**src/rtl/seg7_pkg.sv**
```systemverilog
// Shared definitions for the seven-segment display blocks.
//   - Segment bit order: {a,b,c,d,e,f,g}, bit 6 = a, 1 = lit.
//   - Segment codes SEG_0..SEG_F and SEG_BLANK.
//   - Scan state encoding used by seg7_scan_driver.
package seg7_pkg;

  // Segment bit positions within a 7-bit cathode vector.
  localparam int SEG_A_BIT = 6;
  localparam int SEG_B_BIT = 5;
  localparam int SEG_C_BIT = 4;
  localparam int SEG_D_BIT = 3;
  localparam int SEG_E_BIT = 2;
  localparam int SEG_F_BIT = 1;
  localparam int SEG_G_BIT = 0;

  localparam logic [6:0] SEG_BLANK = 7'b0000000;
  localparam logic [6:0] SEG_0     = 7'b1111110;
  localparam logic [6:0] SEG_1     = 7'b0110000;
  localparam logic [6:0] SEG_2     = 7'b1101101;
  localparam logic [6:0] SEG_3     = 7'b1111001;
  localparam logic [6:0] SEG_4     = 7'b0110011;
  localparam logic [6:0] SEG_5     = 7'b1011011;
  localparam logic [6:0] SEG_6     = 7'b1011111;
  localparam logic [6:0] SEG_7     = 7'b1110000;
  localparam logic [6:0] SEG_8     = 7'b1111111;
  localparam logic [6:0] SEG_9     = 7'b1111011;
  localparam logic [6:0] SEG_A     = 7'b1110111;
  localparam logic [6:0] SEG_B     = 7'b0011111;
  localparam logic [6:0] SEG_C     = 7'b1001110;
  localparam logic [6:0] SEG_D     = 7'b0111101;
  localparam logic [6:0] SEG_E     = 7'b1001111;
  localparam logic [6:0] SEG_F     = 7'b1000111;

  typedef enum logic {
    ST_BLANK = 1'b0,
    ST_DWELL = 1'b1
  } scan_state_e;

endpackage

```
**src/rtl/seg7_decode.sv**
```systemverilog
// Combinational nibble-to-segment decoder.
//   nibble   in  4  value to show
//   hex_en   in  1  1: A-F shown as letters, 0: A-F shown blank
//   segments out 7  {a..g}, 1 = lit
module seg7_decode
  import seg7_pkg::*;
(
  input  logic [3:0] nibble,
  input  logic       hex_en,
  output logic [6:0] segments
);

  always_comb begin
    // NOTE: every path assigns segments (default first), so no latch is inferred.
    segments = SEG_BLANK;
    unique case (nibble)
      4'h0: segments = SEG_0;
      4'h1: segments = SEG_1;
      4'h2: segments = SEG_2;
      4'h3: segments = SEG_3;
      4'h4: segments = SEG_4;
      4'h5: segments = SEG_5;
      4'h6: segments = SEG_6;
      4'h7: segments = SEG_7;
      4'h8: segments = SEG_8;
      4'h9: segments = SEG_9;
      4'hA: segments = hex_en ? SEG_A : SEG_BLANK;
      4'hB: segments = hex_en ? SEG_B : SEG_BLANK;
      4'hC: segments = hex_en ? SEG_C : SEG_BLANK;
      4'hD: segments = hex_en ? SEG_D : SEG_BLANK;
      4'hE: segments = hex_en ? SEG_E : SEG_BLANK;
      4'hF: segments = hex_en ? SEG_F : SEG_BLANK;
      default: segments = SEG_BLANK;
    endcase
  end

endmodule

```
**src/rtl/seg7_scan_driver.sv**
```systemverilog
// N-digit time-multiplexed seven-segment display driver.
// Each digit is lit for REFRESH_TICKS cycles, preceded by BLANK_TICKS cycles
// with every anode off. Display inputs are snapshotted once per frame.
//   clk          in   system clock
//   rst          in   synchronous reset, active-high
//   digits       in   nibble i = digits[4i+3:4i], digit 0 rightmost
//   dp_in        in   per-digit decimal point
//   digit_en     in   per-digit enable (0 = dark)
//   lz_suppress  in   leading-zero blanking enable
//   cathodes     out  {a..g}, 1 = lit
//   dp           out  decimal point, 1 = lit
//   anodes       out  one-hot digit select, polarity from ANODE_ACTIVE_LOW
//   frame_done   out  one-cycle pulse at the end of each full scan
module seg7_scan_driver
  import seg7_pkg::*;
#(
  parameter int NUM_DIGITS       = 4,
  parameter int REFRESH_TICKS    = 100000,
  parameter int BLANK_TICKS      = 1000,
  parameter int HEX_EN           = 0,
  parameter int ANODE_ACTIVE_LOW = 1
) (
  input  logic                    clk,
  input  logic                    rst,
  input  logic [4*NUM_DIGITS-1:0] digits,
  input  logic [NUM_DIGITS-1:0]   dp_in,
  input  logic [NUM_DIGITS-1:0]   digit_en,
  input  logic                    lz_suppress,
  output logic [6:0]              cathodes,
  output logic                    dp,
  output logic [NUM_DIGITS-1:0]   anodes,
  output logic                    frame_done
);

  localparam int MAX_TICKS = (REFRESH_TICKS > BLANK_TICKS) ? REFRESH_TICKS : BLANK_TICKS;
  localparam int CNT_W     = (MAX_TICKS > 1) ? $clog2(MAX_TICKS) : 1;
  localparam int IDX_W     = (NUM_DIGITS > 1) ? $clog2(NUM_DIGITS) : 1;

  // Physical anode level with every digit off.
  localparam logic [NUM_DIGITS-1:0] ANODE_OFF =
    (ANODE_ACTIVE_LOW != 0) ? {NUM_DIGITS{1'b1}} : {NUM_DIGITS{1'b0}};

  scan_state_e             state_q;
  logic [CNT_W-1:0]        cnt_q;
  logic [IDX_W-1:0]        idx_q;

  // Per-frame snapshot of the display inputs.
  logic [4*NUM_DIGITS-1:0] digits_q;
  logic [NUM_DIGITS-1:0]   dp_q;
  logic [NUM_DIGITS-1:0]   en_q;
  logic                    lz_q;

  logic [6:0]              cathodes_q;
  logic                    dp_out_q;
  logic [NUM_DIGITS-1:0]   anodes_q;
  logic                    frame_done_q;

  logic [NUM_DIGITS-1:0]   lz_mask;
  logic                    zero_run;
  logic [6:0]              seg_raw;
  logic                    show;
  logic [6:0]              cathodes_d;
  logic                    dp_d;
  logic [NUM_DIGITS-1:0]   anodes_d;

  seg7_decode u_decode (
    .nibble   (digits_q[4*idx_q +: 4]),
    .hex_en   (HEX_EN != 0),
    .segments (seg_raw)
  );

  // Leading-zero mask: walk down from the top digit while digits stay zero.
  // Digit 0 is never part of the mask.
  always_comb begin
    lz_mask  = '0;
    // NOTE: zero_run is a combinational running flag, so it uses blocking assignments.
    zero_run = lz_q;
    for (int i = NUM_DIGITS - 1; i >= 1; i--) begin
      if (zero_run && (digits_q[4*i +: 4] == 4'd0)) lz_mask[i] = 1'b1;
      else                                          zero_run   = 1'b0;
    end
  end

  // Outputs for the digit about to enter DWELL. A suppressed digit keeps
  // its anode slot but shows nothing, including its decimal point.
  always_comb begin
    show       = en_q[idx_q] && !lz_mask[idx_q];
    cathodes_d = show ? seg_raw : SEG_BLANK;
    dp_d       = show && dp_q[idx_q];
    anodes_d   = en_q[idx_q] ? (ANODE_OFF ^ (NUM_DIGITS'(1) << idx_q)) : ANODE_OFF;
  end

  always_ff @(posedge clk) begin
    if (rst) begin
      state_q      <= ST_BLANK;
      cnt_q        <= '0;
      idx_q        <= '0;
      // NOTE: the snapshot is ordinary registers, not a RAM, so it is reset.
      // Enables reset to "all on" so the first frame shows zeros rather than nothing.
      digits_q     <= '0;
      dp_q         <= '0;
      en_q         <= '1;
      lz_q         <= 1'b0;
      cathodes_q   <= SEG_BLANK;
      dp_out_q     <= 1'b0;
      anodes_q     <= ANODE_OFF;
      frame_done_q <= 1'b0;
    end else begin
      // NOTE: all state here uses non-blocking assignments so every register
      // sees the pre-edge values.
      frame_done_q <= 1'b0;
      unique case (state_q)
        ST_BLANK: begin
          if (cnt_q == CNT_W'(BLANK_TICKS - 1)) begin
            state_q    <= ST_DWELL;
            cnt_q      <= '0;
            cathodes_q <= cathodes_d;
            dp_out_q   <= dp_d;
            anodes_q   <= anodes_d;
          end else begin
            cnt_q <= cnt_q + 1'b1;
          end
        end
        ST_DWELL: begin
          if (cnt_q == CNT_W'(REFRESH_TICKS - 1)) begin
            state_q    <= ST_BLANK;
            cnt_q      <= '0;
            cathodes_q <= SEG_BLANK;
            dp_out_q   <= 1'b0;
            anodes_q   <= ANODE_OFF;
            if (idx_q == IDX_W'(NUM_DIGITS - 1)) begin
              // End of frame: pulse and take a fresh snapshot for the next frame.
              idx_q        <= '0;
              frame_done_q <= 1'b1;
              digits_q     <= digits;
              dp_q         <= dp_in;
              en_q         <= digit_en;
              lz_q         <= lz_suppress;
            end else begin
              idx_q <= idx_q + 1'b1;
            end
          end else begin
            cnt_q <= cnt_q + 1'b1;
          end
        end
        default: begin
          state_q <= ST_BLANK;
          cnt_q   <= '0;
        end
      endcase
    end
  end

  assign cathodes   = cathodes_q;
  assign dp         = dp_out_q;
  assign anodes     = anodes_q;
  assign frame_done = frame_done_q;

endmodule

```
**config.mk**
```make
export PLATFORM = sky130hd
export DESIGN_NAME = seg7_scan_driver
export DESIGN_NICKNAME = d
export VERILOG_FILES = /design/src/rtl/seg7_pkg.sv /design/src/rtl/seg7_decode.sv /design/src/rtl/seg7_scan_driver.sv
export SDC_FILE = /design/constraint.sdc
export NUM_CORES = 1
export LEC_CHECK = 0
export CAP_MARGIN = 20
export CORE_MARGIN = 2
export CORE_UTILIZATION = 45
export CTS_CLUSTER_DIAMETER = 60
export CTS_CLUSTER_SIZE = 8
export DETAILED_ROUTE_END_ITERATION = 10
export HOLD_SLACK_MARGIN = 0.15
export PLACE_DENSITY = 0.71
export SLEW_MARGIN = 20
export SYNTH_ARGS = -nofsm -noshare
export SYNTH_HDL_FRONTEND = slang
export SYNTH_SLANG_ARGS = --single-unit
```
**constraint.sdc**
```tcl
create_clock -name clk -period 2 [get_ports clk]
set_clock_uncertainty 0.15 [all_clocks]
set_input_delay 0.5 -clock clk [delete_from_list [all_inputs] [get_ports clk]]
set_output_delay 0.5 -clock clk [all_outputs]
set_load 0.02 [all_outputs]
```
==> impl_metrics.tcl <==
set metrics [dict create \
    status "complete, but fails checks" \
    violations "negative setup slack" \
    hold_violations 0 \
    synth_top_area_share 0.457 \
    die-area_um2 6260 \
    cts_hold_buf 0 \
    cts-root-buf "clkbuf_8" \
    ys_seq_area_frac 0.457 \
    grt_usage 0.204 \
    grt_pass1_vias 2194 \
    worstHoldPathType "reg2reg" \
    ys_top_cells_by_area "dfxtp_1 46%, a22o_1 9.3%, mux4_2 5.3%" \
    worst_setup_path_end_kind "flip-flop" \
    clock_latency_ns 0.33 \
    clk_path_buf_depth 2 \
    synth_common_cells "58 x dfxtp_1, 27 x a22o_1, 24 x nor2_1, 14 x nand2_1, 11 x nand3_1" \
    setup_viol 34 \
    critPathMaxFanout 21 \
    netlist_area_um2 2540 \
    antenna_left 0 \
    drive_above_1_share 0.272 \
    worstPathRequired_ns 2.07 \
    syn_inst 251 \
    dpl.hpwl_mm 4.11 \
    slew_viol_final 0 \
    period_needed_ns 2.09 \
    cts_buffers 9 \
    gp_congestion 0.859 \
    first_pass_iters 4 \
    synth_ff_type "dfxtp_1" \
    dieHeight_um 79.1 \
    rsz0062_at_grt "yes" \
    synth-edff-count 0 \
    grtUsageMet3 0.0489 \
    startpoint_type "flip-flop" \
    synth_warnings 0 \
    clock.fmax_ghz 0.478 \
    min_path_cells 1 \
    p_switching_uw 480 \
    synth_nets 283 \
    drc 0 \
    antenna_found_initial 0 \
    overflow 0 \
    peakVddDrop_uv 502 \
    num_rows 27 \
    synthArstFlopShare 0 \
    start_util 0.464 \
    post-route-util 0.671 \
    intPower_mw 1.90 \
    comb_power_share 0.046 \
    finalCritPeriodShare 1.05 \
    cts.sinks 58 \
    drt_iter0_drc 89 \
    grt_max_degree 22 \
    antenna_cells 0 \
    worstPathArrival_ns 2.16 \
    wire_per_inst_um 14.8 \
    syn_to_final_growth_pct 44.6 \
    power_density_nw_per_um2 648 \
    max_cap_viol_count 0 \
    crit_type "reg2reg" \
    worst_slack_ns -0.0928 \
    yosysMostFrequentCell "dfxtp_1" \
    routed_via_density 5.40 \
    switching_share 0.202 \
    clkPwrFrac 0.465 \
    busiest_layer "met2" \
    fin_nets 374 \
    die_w_um 79.1 \
    clk_pin_slew_ns 0.07 \
    synth_seq_cells 58 \
    p_seq_frac 0.489 \
    grt_pass1_wl_mm 9.98 \
    ys_types 44 \
    drt_wl_total_mm 6.17 \
    worstMarginPinSlew_ns 0.543 \
    synth_top_cell_by_area "dfxtp_1" \
    grt_use_met1 0.246 \
    core_area_um2 5470 \
    slew_headroom 0.637 \
    cts_tree "done" \
    r2r_cells 5 \
    place_ws_ns -0.320 \
    num_vias 2258 \
    synth.avg_cell_area_um2 10.1 \
    power_leakage_nw 1.48 \
    ios 40 \
    port_buffers 39 \
    grtUsageMet2 0.336 \
    htreeDepth 3 \
]
## state kept, by name, indices dropped and copies added (netlist names)
| register | cells |
|---|---|
| digits_q | 16 |
| idx_q | 2 |
| state_q | 1 |
| cnt_q | 17 |
| dp_q | 4 |
| lz_q | 1 |
| anodes | 4 |
| frame_done | 1 |
| cathodes | 7 |
| en_q | 4 |
| dp | 1 |
## layout by cell type (no fill, tap or decap), types with 3 or more instances in the layout
cell	Yosys	layout
a21oi_1	7	7
a22o_1	27	27
and2_1	4	4
and3_1	5	4
and3_4	1	3
buf_4	1	51
clkbuf_8	0	12
clkdlybuf4s50_1	0	38
dfxtp_1	58	54
dfxtp_2	0	4
ha_1	5	5
inv_1	5	5
mux4_2	6	6
nand2_1	14	14
nand3_1	11	10
nand4_1	3	3
nor2_1	24	24
nor3_1	6	4
nor3b_1	3	3
nor4_1	4	3
o21ai_0	8	3
o21ai_1	0	4
o22a_1	4	4
o22ai_1	3	3
xnor2_1	6	6
xor2_1	10	10
## path summary, 6_finish.rpt
path / startpoint / to / slack, ns
max: cnt_q[11] / digits_q[6] / -0.09
min: cathodes[0] / cathodes[0] / 0.33
max reg2reg: cnt_q[11] / digits_q[6] / -0.09
min reg2reg: cathodes[0] / cathodes[0] / 0.33
## layout make-up
| type | count | area [µm²] |
|---|---|---|
| fillers | 451 | 1800 |
| multi-input cells | 177 | 1400 |
| flip-flops and latches | 58 | 1170 |
| repair buffers | 91 | 796 |
| clock buffers | 13 | 169 |
| well taps | 72 | 90.1 |
| clock inverters | 2 | 35.0 |
| inverters | 5 | 18.8 |
## power by group through the flow
| stage | Sequential, mW | Clock (mW) | Combinational [mW] |
|---|---|---|---|
| after floorplan | 1.19 | 0 | 0.0298 |
| after global placement | 1.19 | 0 | 0.110 |
| after global routing | 1.16 | 1.18 | 0.119 |
| after detailed placement | 1.19 | 0 | 0.111 |
| final | 1.16 | 1.10 | 0.111 |
| after CTS | 1.16 | 1.13 | 0.111 |
## worst max-delay path, cell delays in order, from the launching register on
cell and delay [ns]:
dfxtp_2 0.32, or4_4 0.56, nor4_4 0.21, and3_4 0.30, a21oi_4 0.16, a22o_1 0.27
## cells by family (layout without fill, tap and decap cells)
| family | after synthesis | count (layout) | synth area share |
|---|---|---|---|
| fa+ha+maj | 5 | 5 | 0.0246 |
| simple gates | 88 | 89 | 0.186 |
| buf+inv | 18 | 111 | 0.0414 |
| compound gates | 59 | 59 | 0.178 |
| flops | 58 | 58 | 0.457 |
| xor+xnor | 16 | 16 | 0.0552 |
| mux | 7 | 8 | 0.0576 |
## per-layer routing
layer,part of all wire,vias up
li1,-,1111
met1,0.44,1073
met2,0.49,59
met3,0.043,15
met4,0.025,0
met5,0,-
## per-stage QoR
step	std cells	hold WS [ns]	power [mW]	setup TNS [ns]	area, µm²
6_report	418	0.326	2.38	-1.80	3670
5_1_grt	418	0.341	2.46	-4.68	3670
4_1_cts	413	0.329	2.40	-1.03	3600
3_5_place_dp	394	0.316	1.30	-9.87	3300
3_3_place_gp	394	0.312	1.30	-9.31	3300
2_1_floorplan	251	0.291	1.22	-2.30	2560
## timing repair
item	in CTS	in global routing
endpoints found under the setup margin	41	48
pin swaps	6	5
buffers inserted	4	4
gates resized for setup	18	4
gates cloned	1	1
(Power assumes the default switching activity.)
